$ cat config.mk
export PLATFORM = sky130hd
export DESIGN_NAME = alu_srca_stage
export DESIGN_NICKNAME = d
export VERILOG_FILES = /design/src/rtl/alu_srca_stage.sv
export SDC_FILE = /design/constraint.sdc
export NUM_CORES = 1
export LEC_CHECK = 0
export ABC_AREA = 1
export BUFFER_PORTS_ARGS = -buffer_cell sky130_fd_sc_hd__buf_2
export CAP_MARGIN = 20
export CELL_PAD_IN_SITES_DETAIL_PLACEMENT = 1
export CELL_PAD_IN_SITES_GLOBAL_PLACEMENT = 2
export CORE_UTILIZATION = 30
export DETAILED_ROUTE_END_ITERATION = 8
export PLACE_DENSITY_LB_ADDON = 0.15
export SYNTH_ARGS = -nofsm -noshare
export SYNTH_HDL_FRONTEND = slang
export SYNTH_SLANG_ARGS = --single-unit
$ cat constraint.sdc
create_clock -name CLK -period 4.1 [get_ports CLK]
set_input_delay 0.615 -clock CLK [delete_from_list [all_inputs] [get_ports CLK]]
set_output_delay 0.615 -clock CLK [all_outputs]
set_load 0.05 [all_outputs]
$ cat src/rtl/alu_srca_stage.sv
// alu_srca_stage: selects and transforms ALU operand A, then queues it behind a valid/ready handshake
module alu_srca_stage #(
    parameter int WIDTH = 8,
    parameter int DEPTH = 2
) (
    input  logic             CLK,
    input  logic             reset,
    input  logic             in_valid,
    output logic             in_ready,
    input  logic [2:0]       sel,
    input  logic [WIDTH-1:0] reg_in,
    input  logic [WIDTH-1:0] fl_in,
    input  logic [WIDTH-1:0] imm_in,
    input  logic [WIDTH-1:0] fwd_in,
    output logic             out_valid,
    input  logic             out_ready,
    output logic [WIDTH-1:0] data_out,
    output logic             neg_ovf
);
    localparam int AW = $clog2(DEPTH);
    logic [WIDTH:0]   mem [DEPTH];
    logic [AW-1:0]    wr_ptr, rd_ptr;
    logic [AW:0]      count;
    logic [WIDTH-1:0] last, operand, neg_val;
    logic             ovf, push, pop;
    assign neg_val = ~reg_in + WIDTH'(1);
    always_comb begin
        operand = sel == 3'd0 ? reg_in  :
                  sel == 3'd1 ? neg_val :
                  sel == 3'd2 ? fl_in   :
                  sel == 3'd3 ? '0      :
                  sel == 3'd4 ? imm_in  :
                  sel == 3'd5 ? fwd_in  :
                  sel == 3'd6 ? last    : ~reg_in;
        ovf = sel == 3'd1 && reg_in == {1'b1, {(WIDTH-1){1'b0}}};
    end
    assign in_ready  = count != (AW+1)'(DEPTH);
    assign out_valid = count != '0;
    assign push      = in_valid && in_ready;
    assign pop       = out_valid && out_ready;
    assign {neg_ovf, data_out} = mem[rd_ptr];
    always_ff @(posedge CLK or posedge reset) begin
        if (reset) begin
            wr_ptr <= '0;
            rd_ptr <= '0;
            count  <= '0;
            last   <= '0;
            for (int i = 0; i < DEPTH; i++) mem[i] <= '0;
        end else begin
            if (push) begin
                mem[wr_ptr] <= {ovf, operand};
                last        <= operand;
                wr_ptr      <= wr_ptr + AW'(1);
            end
            if (pop) rd_ptr <= rd_ptr + AW'(1);
            count <= count + (AW+1)'(push) - (AW+1)'(pop);
        end
    end
endmodule

Yosys cells after proc, flatten, opt, wreduce, memory -nomap -nowiden
Cells that the tools add are included.
{ "classes": {"add_sub_neg": 5, "multipliers": 0, "muxes": 13, "n_bitwise": 3, "magnitude_cmp": 3, "shift": 0, "n_div": 0, "eq_ne": 8, "reduce_logical": 6} }
{ "ops": {"columns": ["operator", "count"], "rows": [
  ["$mux 8", 7],
  ["$mux 9", 4],
  ["$bwmux 18", 1],
  ["$demux 9 s1", 1],
  ["$eq 3x3->1 const B", 3],
  ["$add 8x1->8 const B", 1],
  ["$eq 8x8->1 const B", 1],
  ["$not 8->8", 1],
  ["$eq 3x2->1 const B", 2],
  ["$ge 2x2->1 const B", 2],
  ["$logic_and 1x1->1", 4],
  ["$not 1->2", 2],
  ["$eq 3x1->1 const B", 1],
  ["$logic_not 3->1", 1],
  ["$add 1x1->1 const B", 2],
  ["$add 2x1->2", 1],
  ["$lt 2x1->1 const B", 1],
  ["$ne 2x2->1 const B", 1],
  ["$reduce_bool 2->1", 1],
  ["$sub 2x1->2", 1]
]} }
{ "totals": {"memories": 0, "word_cells": 44, "romBits": 0, "out_inout_bits": 11, "regBits": 30, "latchBits": 0, "ramBits": 0, "input_bits": 39} }

Depth between registers and ports, before layout
Gate-level depths: netlist of the first run.
{ "depth": {"depth_word": 9, "depth_mapped": 12, "depth_no_buf": 12} }

Least setup slack after synthesis of the first run
No wires, ideal clock.
{ "synth_path": {"path_type": "register to register", "startpoint": "reg count[1]", "endpoint": "reg count[1]", "setup_time_ns": 0.123, "stages_incl_launch_ff": 8, "path_buffers": 1, "slack_ns": 2.189, "arrival_ns": 1.788, "period_less_slack_ns": 1.911, "required_time_ns": 3.977, "path_cell_list": "dfrtp_1 nand2_1 nand2_1 clkbuf_1 ha_1 inv_1 ha_1 xnor2_1"} }
{ "synth_via": {"elab_chain_len": 4, "word_cells_on_any_way": 6, "cone_classes": "2 x add/sub; 1 x eq/ne; 3 x reduce/logical"} }
{ "synth_rtl": {"columns": ["item", "line_no", "text"], "rows": [
  ["start: declaration", "23", "logic [AW:0] count;"],
  ["start signal: assignment", "56", "count <= count + (AW+1)'(push) - (AW+1)'(pop);"],
  ["$ne 2x2->1", "37", "assign in_ready = count != (AW+1)'(DEPTH);"],
  ["via in_ready", "9", "output logic in_ready,"],
  ["$logic_and 1x1->1", "39", "assign push = in_valid && in_ready;"],
  ["$add 2x1->2", "56", null],
  ["$sub 2x1->2", "56", null]
]} }
The timed path passes the listed nets, and every way through them passes these cells.
A chain may end at the register's enable or synchronous reset.

Worst setup path after layout of the first run
{ "layout_path": {"startpoint": "reg rd_ptr", "endpoint": "out data_out[0]"} }
{ "layout_via": {"elab_chain_len": 4} }
{ "layout_rtl": {"columns": ["item", "line_no", "text"], "rows": [
  ["start: declaration", "22", "logic [AW-1:0] wr_ptr, rd_ptr;"],
  ["start signal: assignment", "55", "if (pop) rd_ptr <= rd_ptr + AW'(1);"],
  ["$not 1->2 (implied by the code)", "41", "assign {neg_ovf, data_out} = mem[rd_ptr];"],
  ["$mux 9 (implied by the code) (3 in series)", "41", null],
  ["end: declaration", "17", "output logic [WIDTH-1:0] data_out,"]
]} }
Every way passes these cells. The select of a mux whose other input is x is not followed.

==> results.json, run 1 <==
{
  "gp_congestion": 0.775,
  "avgSynthCellArea_um2": 6.35,
  "fin_nets": 412,
  "io_buffers": 49,
  "min_period_ns": 2.26,
  "fill_cells": 906,
  "grt_max_degree": 31,
  "synth_top_area_share": 0.369,
  "violations": "DRC",
  "cts.path.max_buffers": 2,
  "io_pins": 50,
  "post-cts-setup-buffers": 0,
  "grt.total_usage": 0.189,
  "clock_sinks": 30,
  "ys_seq_area_frac": 0.369,
  "die_w_um": 84.4,
  "critPathMaxFanout": 10,
  "syn2layout_area_growth_pct": 20.5,
  "route.detailed.drc": 4,
  "critical_path.startpoint": "rd_ptr$_DFFE_PP0P_",
  "timing.rr.start": "count[1]$_DFF_PP0_",
  "final_core_util": 0.380,
  "yosys.cell_count.top_type": "nand2_1",
  "cellPowerDensity_nw_per_um2": 629,
  "path_buf_inv": 2,
  "r2r_slack_ns": 2.26,
  "synthTopCellsByArea": "dfrtp_1 37%, nand2_1 29%, nand3_1 7.4%",
  "leakage_nw": 1.43,
  "hold_class": "in -> async",
  "antenna_cells": 0,
  "ys_types": 24,
  "cts_tree": "done",
  "critical_path_required_ns": 3.48,
  "ys_warn_count": 0,
  "tightest_slew_ns": 0.544,
  "status": "finished with violations",
  "htreeDepth": 2,
  "synthArstFlopShare": 1.00,
  "netlist_top_cells_count": "156 x nand2_1, 30 x dfrtp_1, 30 x nand3_1",
  "grt_pass1_wl_mm": 10.6,
  "skew_ns": 0.00972,
  "synth_edf_count": 0,
  "peakVddDrop_mv": 0.335,
  "cp-start-kind": "flip-flop",
  "die_h_um": 84.4,
  "cts-resized-gates": 0,
  "syn-cell-area_um2": 2040,
  "slowest_delay_ns": 0.53,
  "fp-row-count": 29,
  "maxSlewViolCount": 0,
  "crit_family": "buffers and inverters",
  "hold_viol_final": 0,
  "cts_made_buffers": 5,
  "end_kind": "output port",
  "grt-ovfl-total": 0,
  "drtIter0Drc": 91,
  "ys.flop_type": "dfrtp_1",
  "critPathKind": "reg -> out",
  "wl_mm": 6.11,
  "design_area_um2": 2450,
  "hpwl_mm": 4.94,
  "r2r_cells": 6,
  "netlist_instances": 321,
  "coreArea_um2": 6460,
  "synth-seq-cells": 30,
  "period_share": 0.552,
  "max_slew_margin": 0.636,
  "crit_cells": 4,
  "dr.pass1.iters": 6,
  "crit_path_end": "data_out[0]",
  "setup_tns_ns": 0,
  "wl_per_cell_um": 13.7,
  "drive_gt1_frac": 0.181,
  "cts_root_buf": "clkbuf_8",
  "start_util": 0.315,
  "max_freq_mhz": 442,
  "critPathArrivalTime_ns": 1.65,
  "dieArea_um2": 7120,
  "grt_pass1_vias": 2217,
  "grt_antenna_before_repair": 0,
  "cts_hold_buf": 0,
  "worstPathCellList": "clkinv_1 -> nand2_1 -> nand2_1 -> buf_2",
  "placed_area_um2": 2340,
  "cpMostUsedCell": "nand2_1",
  "viasPerCell": 4.84,
  "synthesis.nets": 363,
  "num_vias": 2162,
  "setup_violations": 0,
  "rsz0062_at_grt": "false",
  "clock_latency_ns": 0.29,
  "cap_violations": 0,
  "path_clk_slew_ns": 0.07,
  "r2r_end": "mem[8]$_DFFE_PP0P_",
  "ant_nets": 0,
  "dpl.cell_count": 440,
  "worst_path_max_delay_cell": "dfrtp_1",
  "fin_cells": 447,
  "synth_largest_area_cell": "dfrtp_1"
}
[cell families after synthesis]
kind of cell	after synthesis	share of synthesized area
compound gates	29	0.0786
xor+xnor	4	0.0172
fa+ha+maj	3	0.0184
buf+inv	42	0.0842
flops	30	0.369
simple gates	213	0.433
[routing by layer]
layer,vias to the layer above,track usage,part of all wire
met1,1020,0.255,0.49
li1,1106,-,-
met2,28,0.319,0.47
met5,-,0,0
met4,0,0.0416,0.0095
met3,8,0.0324,0.025
[cells in the final DEF (no fill, tap or decap)]
master	netlist	final
o211ai_1	3	3
a21oi_1	6	6
o21ai_1	2	2
ha_1	3	3
nand3b_1	1	1
nand4_1	5	5
nand3_2	3	3
nand2_1	156	156
inv_2	3	3
dfrtp_1	30	30
xnor2_1	2	2
buf_4	3	1
clkbuf_8	0	6
nor2_1	14	14
or2_2	1	1
bufinv_16	0	1
inv_1	28	28
nand2_2	1	1
nand3_1	30	30
o21bai_1	3	3
xor2_1	2	2
o21ai_0	15	15
nor2_2	2	2
buf_2	2	49
clkinv_1	3	3
[how the worst min path moves through the flow]
stage                             start                   to  cells past startpoint
floorplan           last[1]$_DFFE_PP0N_  last[1]$_DFFE_PP0N_                      2
global placement     mem[3]$_DFFE_PP0P_   mem[3]$_DFFE_PP0P_                      2
detailed placement   mem[9]$_DFFE_PP0P_   mem[9]$_DFFE_PP0P_                      2
CTS                               reset  mem[12]$_DFFE_PP0P_                      3
global route                      reset  last[3]$_DFFE_PP0N_                      3
finish                            reset  last[3]$_DFFE_PP0N_                      3
[layout make-up]
cell class,count,area (um^2),share of cell area
sequential,30,751,0.306
clock inverter,1,30.0,0.0122
inverter,34,128,0.0520
multi-input combinational,249,1110,0.454
timing repair buffer,50,253,0.103
clock buffer,6,82.6,0.0336
tap,77,96.3,0.0392
[state kept, by name, summed over array words and instances, names as in the netlist]
name and flops:
count 2, last 8, mem 18, rd_ptr 1
wr_ptr 1
[where the power goes]
group	internal, W	switching (W)
Combinational	0.000200	0.000518
Clock	0.000194	0.000114
Sequential	0.000428	0.0000885
[per-stage QoR]
step                      setup WS [ns]  power, W  hold slack [ns]
final                              1.84   0.00154            0.389
after global routing               1.67   0.00167            0.443
after CTS                          1.76   0.00157            0.405
after detailed placement           1.93   0.00126            0.466
after global placement             1.96   0.00123            0.464
after floorplan                    2.19   0.00106            0.444
[tightest hold or removal path, delay by kind of cell]
| kind | cells | cell delay, ns |
|---|---|---|
| buffers and inverters | 3 | 0.47 |
Note: power is estimated with default switching activity, not from simulation.
==> inputs of run 2 (changes only) <==
CORE_UTILIZATION = 25   (was 30)
clock period = 2 ns   (was 4.1 ns; I/O delays follow)
==> results.json, run 2 (synthesized netlist as in run 1, its figures left out) <==
{
  "min_period_ns": 1.68,
  "globalRouteMet3Util": 0.0299,
  "hpwl_mm": 5.08,
  "post-cts-setup-buffers": 0,
  "fin_ws_ns": 0.319,
  "cts_root_buf": "clkbuf_8",
  "fin_nets": 419,
  "use_met2": 0.285,
  "slowest_delay_ns": 0.40,
  "period_share": 0.840,
  "final_core_util": 0.322,
  "fp-row-count": 32,
  "r2r_cells": 6,
  "largest_reg_flops": 18,
  "hold_class": "in -> async",
  "comb_power_share": 0.501,
  "cts.path.max_buffers": 2,
  "maxSlewViolCount": 0,
  "path_clk_slew_ns": 0.06,
  "critPathMaxFanout": 11,
  "critPathKind": "reg -> reg",
  "end_kind": "flip-flop",
  "clock_sinks": 30,
  "setup_tns_ns": 0,
  "dieArea_um2": 8510,
  "top_register": "mem",
  "cap_violations": 0,
  "grt_antenna_before_repair": 0,
  "cellPowerDensity_nw_per_um2": 1230,
  "max_freq_mhz": 595,
  "start_util": 0.261,
  "seqPwrFrac": 0.335,
  "dr.pass1.iters": 4,
  "worst_path_max_delay_cell": "dfrtp_1",
  "r2r_slack_ns": 0.32,
  "design_area_um2": 2520,
  "grt.total_usage": 0.167,
  "internal-power_w": 0.00161,
  "cts_made_buffers": 5,
  "syn2layout_area_growth_pct": 23.6,
  "seq_area_um2": 751,
  "io_pins": 50,
  "grt_pass1_vias": 2301,
  "grt_use_met1": 0.213,
  "grt-ovfl-total": 0,
  "dpl.cell_count": 472,
  "cts-resized-gates": 0,
  "pre_cts_slack_ns": 0.196,
  "gp_congestion": 0.741,
  "r2r_end": "mem[17]$_DFFE_PP0P_",
  "htreeDepth": 2,
  "path_buf_inv": 1,
  "max_slew_margin": 0.718,
  "multi_input_area_um2": 1110,
  "cp-start-kind": "flip-flop",
  "wl_per_cell_um": 13.2,
  "ant_nets": 0,
  "peakVddDrop_mv": 0.567,
  "fill_cells": 1047,
  "drive_gt1_frac": 0.196,
  "cts_hold_buf": 0,
  "grt_max_degree": 31,
  "viasPerCell": 4.47,
  "io_buffers": 49,
  "drtIter0Drc": 61,
  "grt_pass1_wl_mm": 10.9,
  "rsz0062_at_grt": "false",
  "pwr-share-clk": 0.164,
  "final_common_cell": "nand2_1",
  "grt_most_used_layer": "met2",
  "hold_viol_final": 0,
  "skew_ns": 0.00344,
  "timing.rr.start": "count[1]$_DFF_PP0_",
  "route.detailed.drc": 0,
  "tightest_slew_ns": 0.422,
  "num_vias": 2145,
  "coreArea_um2": 7810,
  "clock_latency_ns": 0.28,
  "fin_cells": 480,
  "status": "finished, final reports clean",
  "critical_path_required_ns": 2.15,
  "leakage_nw": 1.46,
  "placed_area_um2": 2430,
  "cpMostUsedCell": "nand2_1",
  "worstPathCellList": "nand2_1 -> nand2_1 -> nor2_2 -> inv_1 -> nand2_1 -> o21ai_0",
  "die_w_um": 92.3,
  "antenna_cells": 0,
  "setup_violations": 0,
  "final_cell_mix": "156 x nand2_1, 49 x buf_2, 30 x nand3_1, 30 x dfrtp_1, 28 x inv_1",
  "p_switching_w": 0.00148,
  "crit_family": "simple AND/OR/NAND/NOR gates",
  "cts_tree": "done",
  "top_regs": "mem: 18 flops, last: 8 flops, count: 2 flops",
  "critPathArrivalTime_ns": 1.84,
  "die_h_um": 92.3,
  "wl_mm": 6.32,
  "p_sw_frac": 0.480
}
run 2: changes by cell type in the layout (fill, tap and decap cells not counted), sizes merged:
cell / delta
clkinv: +1
clkbuf: +1
bufinv: -1
buf: +7
run 2: how the worst max path moves through the flow:
stage                           to  depth (start not counted)  slack, ns               start
4_1_cts        mem[17]$_DFFE_PP0P_                          6       0.30  count[1]$_DFF_PP0_
2_1_floorplan   count[1]$_DFF_PP0_                          7       0.09  count[1]$_DFF_PP0_
5_1_grt        mem[16]$_DFFE_PP0P_                          6       0.13  count[1]$_DFF_PP0_
3_3_place_gp   last[7]$_DFFE_PP0N_                         11       0.18              sel[1]
6_report       mem[17]$_DFFE_PP0P_                          6       0.32  count[1]$_DFF_PP0_
3_5_place_dp   last[7]$_DFFE_PP0N_                         11       0.20              sel[1]
run 2: per-layer routing:
layer / share of wire / vias to the layer above
li1: - / 1119
met1: 0.50 / 997
met2: 0.47 / 22
met3: 0.024 / 7
met4: 0.012 / 0
met5: 0 / -
run 2: tightest hold or removal path, stage by stage:
cell and delay, ns:
buf_2 0.09, inv_1 0.04, buf_4 0.35
run 2: final cells by class:
| type | count | area share |
|---|---|---|
| clock inverter | 1 | 0.00199 |
| inverter | 34 | 0.0507 |
| tap | 102 | 0.0507 |
| timing repair buffer | 57 | 0.121 |
| clock buffer | 7 | 0.0343 |
| multi-input combinational | 249 | 0.443 |
| sequential | 30 | 0.298 |
run 2: through the flow:
stage	total power, W	hold slack [ns]
final	0.00309	0.0797
after global routing	0.00338	0.130
after CTS	0.00315	0.0939
after detailed placement	0.00263	0.404
after global placement	0.00262	0.411
after floorplan	0.00217	0.391
run 2: power by group through the flow:
stage               Sequential [W]  Combinational (W)  Clock [W]
floorplan                 0.000992            0.00118          0
global placement           0.00105            0.00157          0
detailed placement         0.00105            0.00158          0
CTS                        0.00104            0.00158   0.000523
global route               0.00107            0.00175   0.000550
finish                     0.00104            0.00155   0.000506
==> inputs of run 3 (changes only) <==
CORE_UTILIZATION = 28   (was 25)
clock period = 1.7 ns   (was 2 ns; I/O delays follow)
==> results.json, run 3 (synthesized netlist as in run 1, its figures left out) <==
{
  "status": "finished, final reports clean",
  "grt_pass1_wl_mm": 10.7,
  "critPathArrivalTime_ns": 1.75,
  "drtIter0Drc": 81,
  "skew_ns": 0.00243,
  "num_vias": 2186,
  "critical_path.startpoint": "count[1]$_DFF_PP0_",
  "peakVddDrop_mv": 0.798,
  "pwr-share-clk": 0.160,
  "ant_nets": 0,
  "grt_pass1_vias": 2257,
  "dr.pass1.iters": 4,
  "timing.rr.start": "count[1]$_DFF_PP0_",
  "slowest_delay_ns": 0.43,
  "coreArea_um2": 6910,
  "final_common_cell": "nand2_1",
  "wl_mm": 6.24,
  "r2r_end": "count[1]$_DFF_PP0_",
  "start_util": 0.295,
  "comb_power_share": 0.506,
  "io_buffers": 49,
  "die_w_um": 87.3,
  "grt-ovfl-total": 0,
  "seqPwrFrac": 0.334,
  "hold_class": "in -> async",
  "cts_made_buffers": 5,
  "fp-row-count": 30,
  "rsz0062_at_grt": "false",
  "grt.total_usage": 0.181,
  "end_kind": "flip-flop",
  "cts_tree": "done",
  "die_h_um": 87.3,
  "cap_violations": 0,
  "top_register": "mem",
  "io_pins": 50,
  "internal-power_w": 0.00191,
  "final_cell_mix": "155 x nand2_1, 49 x buf_2, 30 x nand3_1, 30 x dfrtp_1, 28 x inv_1",
  "placed_area_um2": 2460,
  "design_area_um2": 2560,
  "period_share": 0.925,
  "largest_reg_flops": 18,
  "cellPowerDensity_nw_per_um2": 1440,
  "tightest_slew_ns": 0.404,
  "p_sw_frac": 0.484,
  "p_switching_w": 0.00179,
  "leakage_nw": 1.48,
  "top_regs": "mem: 18 flops, last: 8 flops, count: 2 flops",
  "path_buf_inv": 2,
  "grt_antenna_before_repair": 0,
  "grt_max_degree": 31,
  "post-cts-setup-buffers": 0,
  "max_freq_mhz": 636,
  "setup_violations": 0,
  "antenna_cells": 0,
  "critical_path_required_ns": 1.87,
  "wl_per_cell_um": 13.1,
  "route.detailed.drc": 0,
  "r2r_cells": 7,
  "min_period_ns": 1.57,
  "r2r_slack_ns": 0.13,
  "worst_path_max_delay_cell": "dfrtp_1",
  "cts.path.max_buffers": 2,
  "syn2layout_area_growth_pct": 25.8,
  "fin_nets": 423,
  "clock_sinks": 30,
  "hold_viol_final": 0,
  "critPathMaxFanout": 3,
  "crit_family": "adder cells",
  "gp_congestion": 0.736,
  "maxSlewViolCount": 0,
  "clock_latency_ns": 0.28,
  "dieArea_um2": 7620,
  "total_power_w": 0.00370,
  "cts_hold_buf": 0,
  "critPathKind": "reg -> reg",
  "max_slew_margin": 0.730,
  "cp-start-kind": "flip-flop",
  "path_clk_slew_ns": 0.06,
  "drive_gt1_frac": 0.212,
  "hpwl_mm": 4.98,
  "worstPathCellList": "or2_4 -> nand2_1 -> inv_1 -> ha_1 -> inv_1 -> ha_1 -> xnor2_1",
  "viasPerCell": 4.57,
  "htreeDepth": 2,
  "cts_root_buf": "clkbuf_8"
}
[run 3: worst max path at each step]
stage	end	slack [ns]	depth (start not counted)
finish	count[1]$_DFF_PP0_	0.13	7
global route	data_out[0]	0.007	4
CTS	mem[17]$_DFFE_PP0P_	0.006	6
detailed placement	mem[10]$_DFFE_PP0P_	-0.01	10
global placement	mem[16]$_DFFE_PP0P_	0.03	11
floorplan	count[0]$_DFF_PP0_	0.02	7
[run 3: layout make-up]
| class | count | area, um^2 |
|---|---|---|
| clock buffer | 7 | 86.3 |
| sequential | 30 | 751 |
| timing repair buffer | 61 | 335 |
| tap | 96 | 120 |
| inverter | 34 | 135 |
| fill | 926 | 4340 |
| multi-input combinational | 249 | 1130 |
| clock inverter | 1 | 5.00 |
[run 3: metrics by stage]
step / TNS, ns / setup slack [ns] / util / cells / hold WS (ns)
after floorplan: 0 / 0.0235 / - / 321 / 0.346
after global placement: 0 / 0.0306 / 0.356 / 470 / 0.356
after detailed placement: -0.0318 / -0.0103 / 0.356 / 470 / 0.374
after CTS: 0 / 0.00632 / 0.369 / 478 / 0.0647
after global routing: 0 / 0.00691 / 0.371 / 478 / 0.0864
final: 0 / 0.127 / 0.371 / 478 / 0.0439
[run 3: timing repair]
action / 4_1_cts / 5_1_grt
hold endpoints to repair: 0 / 0
setup endpoints to repair: 0 / 18
resized for setup: 0 / 3
[run 3: tightest hold or removal path: stages]
cell and delay [ns]:
buf_2 0.10, inv_1 0.04, buf_4 0.35
[run 3: per-layer routing]
metal	global-route usage	vias up	wire length (um)
li1	-	1124	-
met1	0.252	1027	3140
met2	0.298	28	2880
met3	0.0313	7	162
met4	0.0313	0	54
met5	0	-	0
[run 3: power groups by stage]
| stage | registers [W] | clock network (W) | logic, W |
|---|---|---|---|
| detailed placement | 0.00124 | 0 | 0.00189 |
| floorplan | 0.00118 | 0 | 0.00141 |
| CTS | 0.00123 | 0.000616 | 0.00190 |
| global placement | 0.00123 | 0 | 0.00187 |
| global route | 0.00128 | 0.000646 | 0.00209 |
| finish | 0.00124 | 0.000591 | 0.00187 |
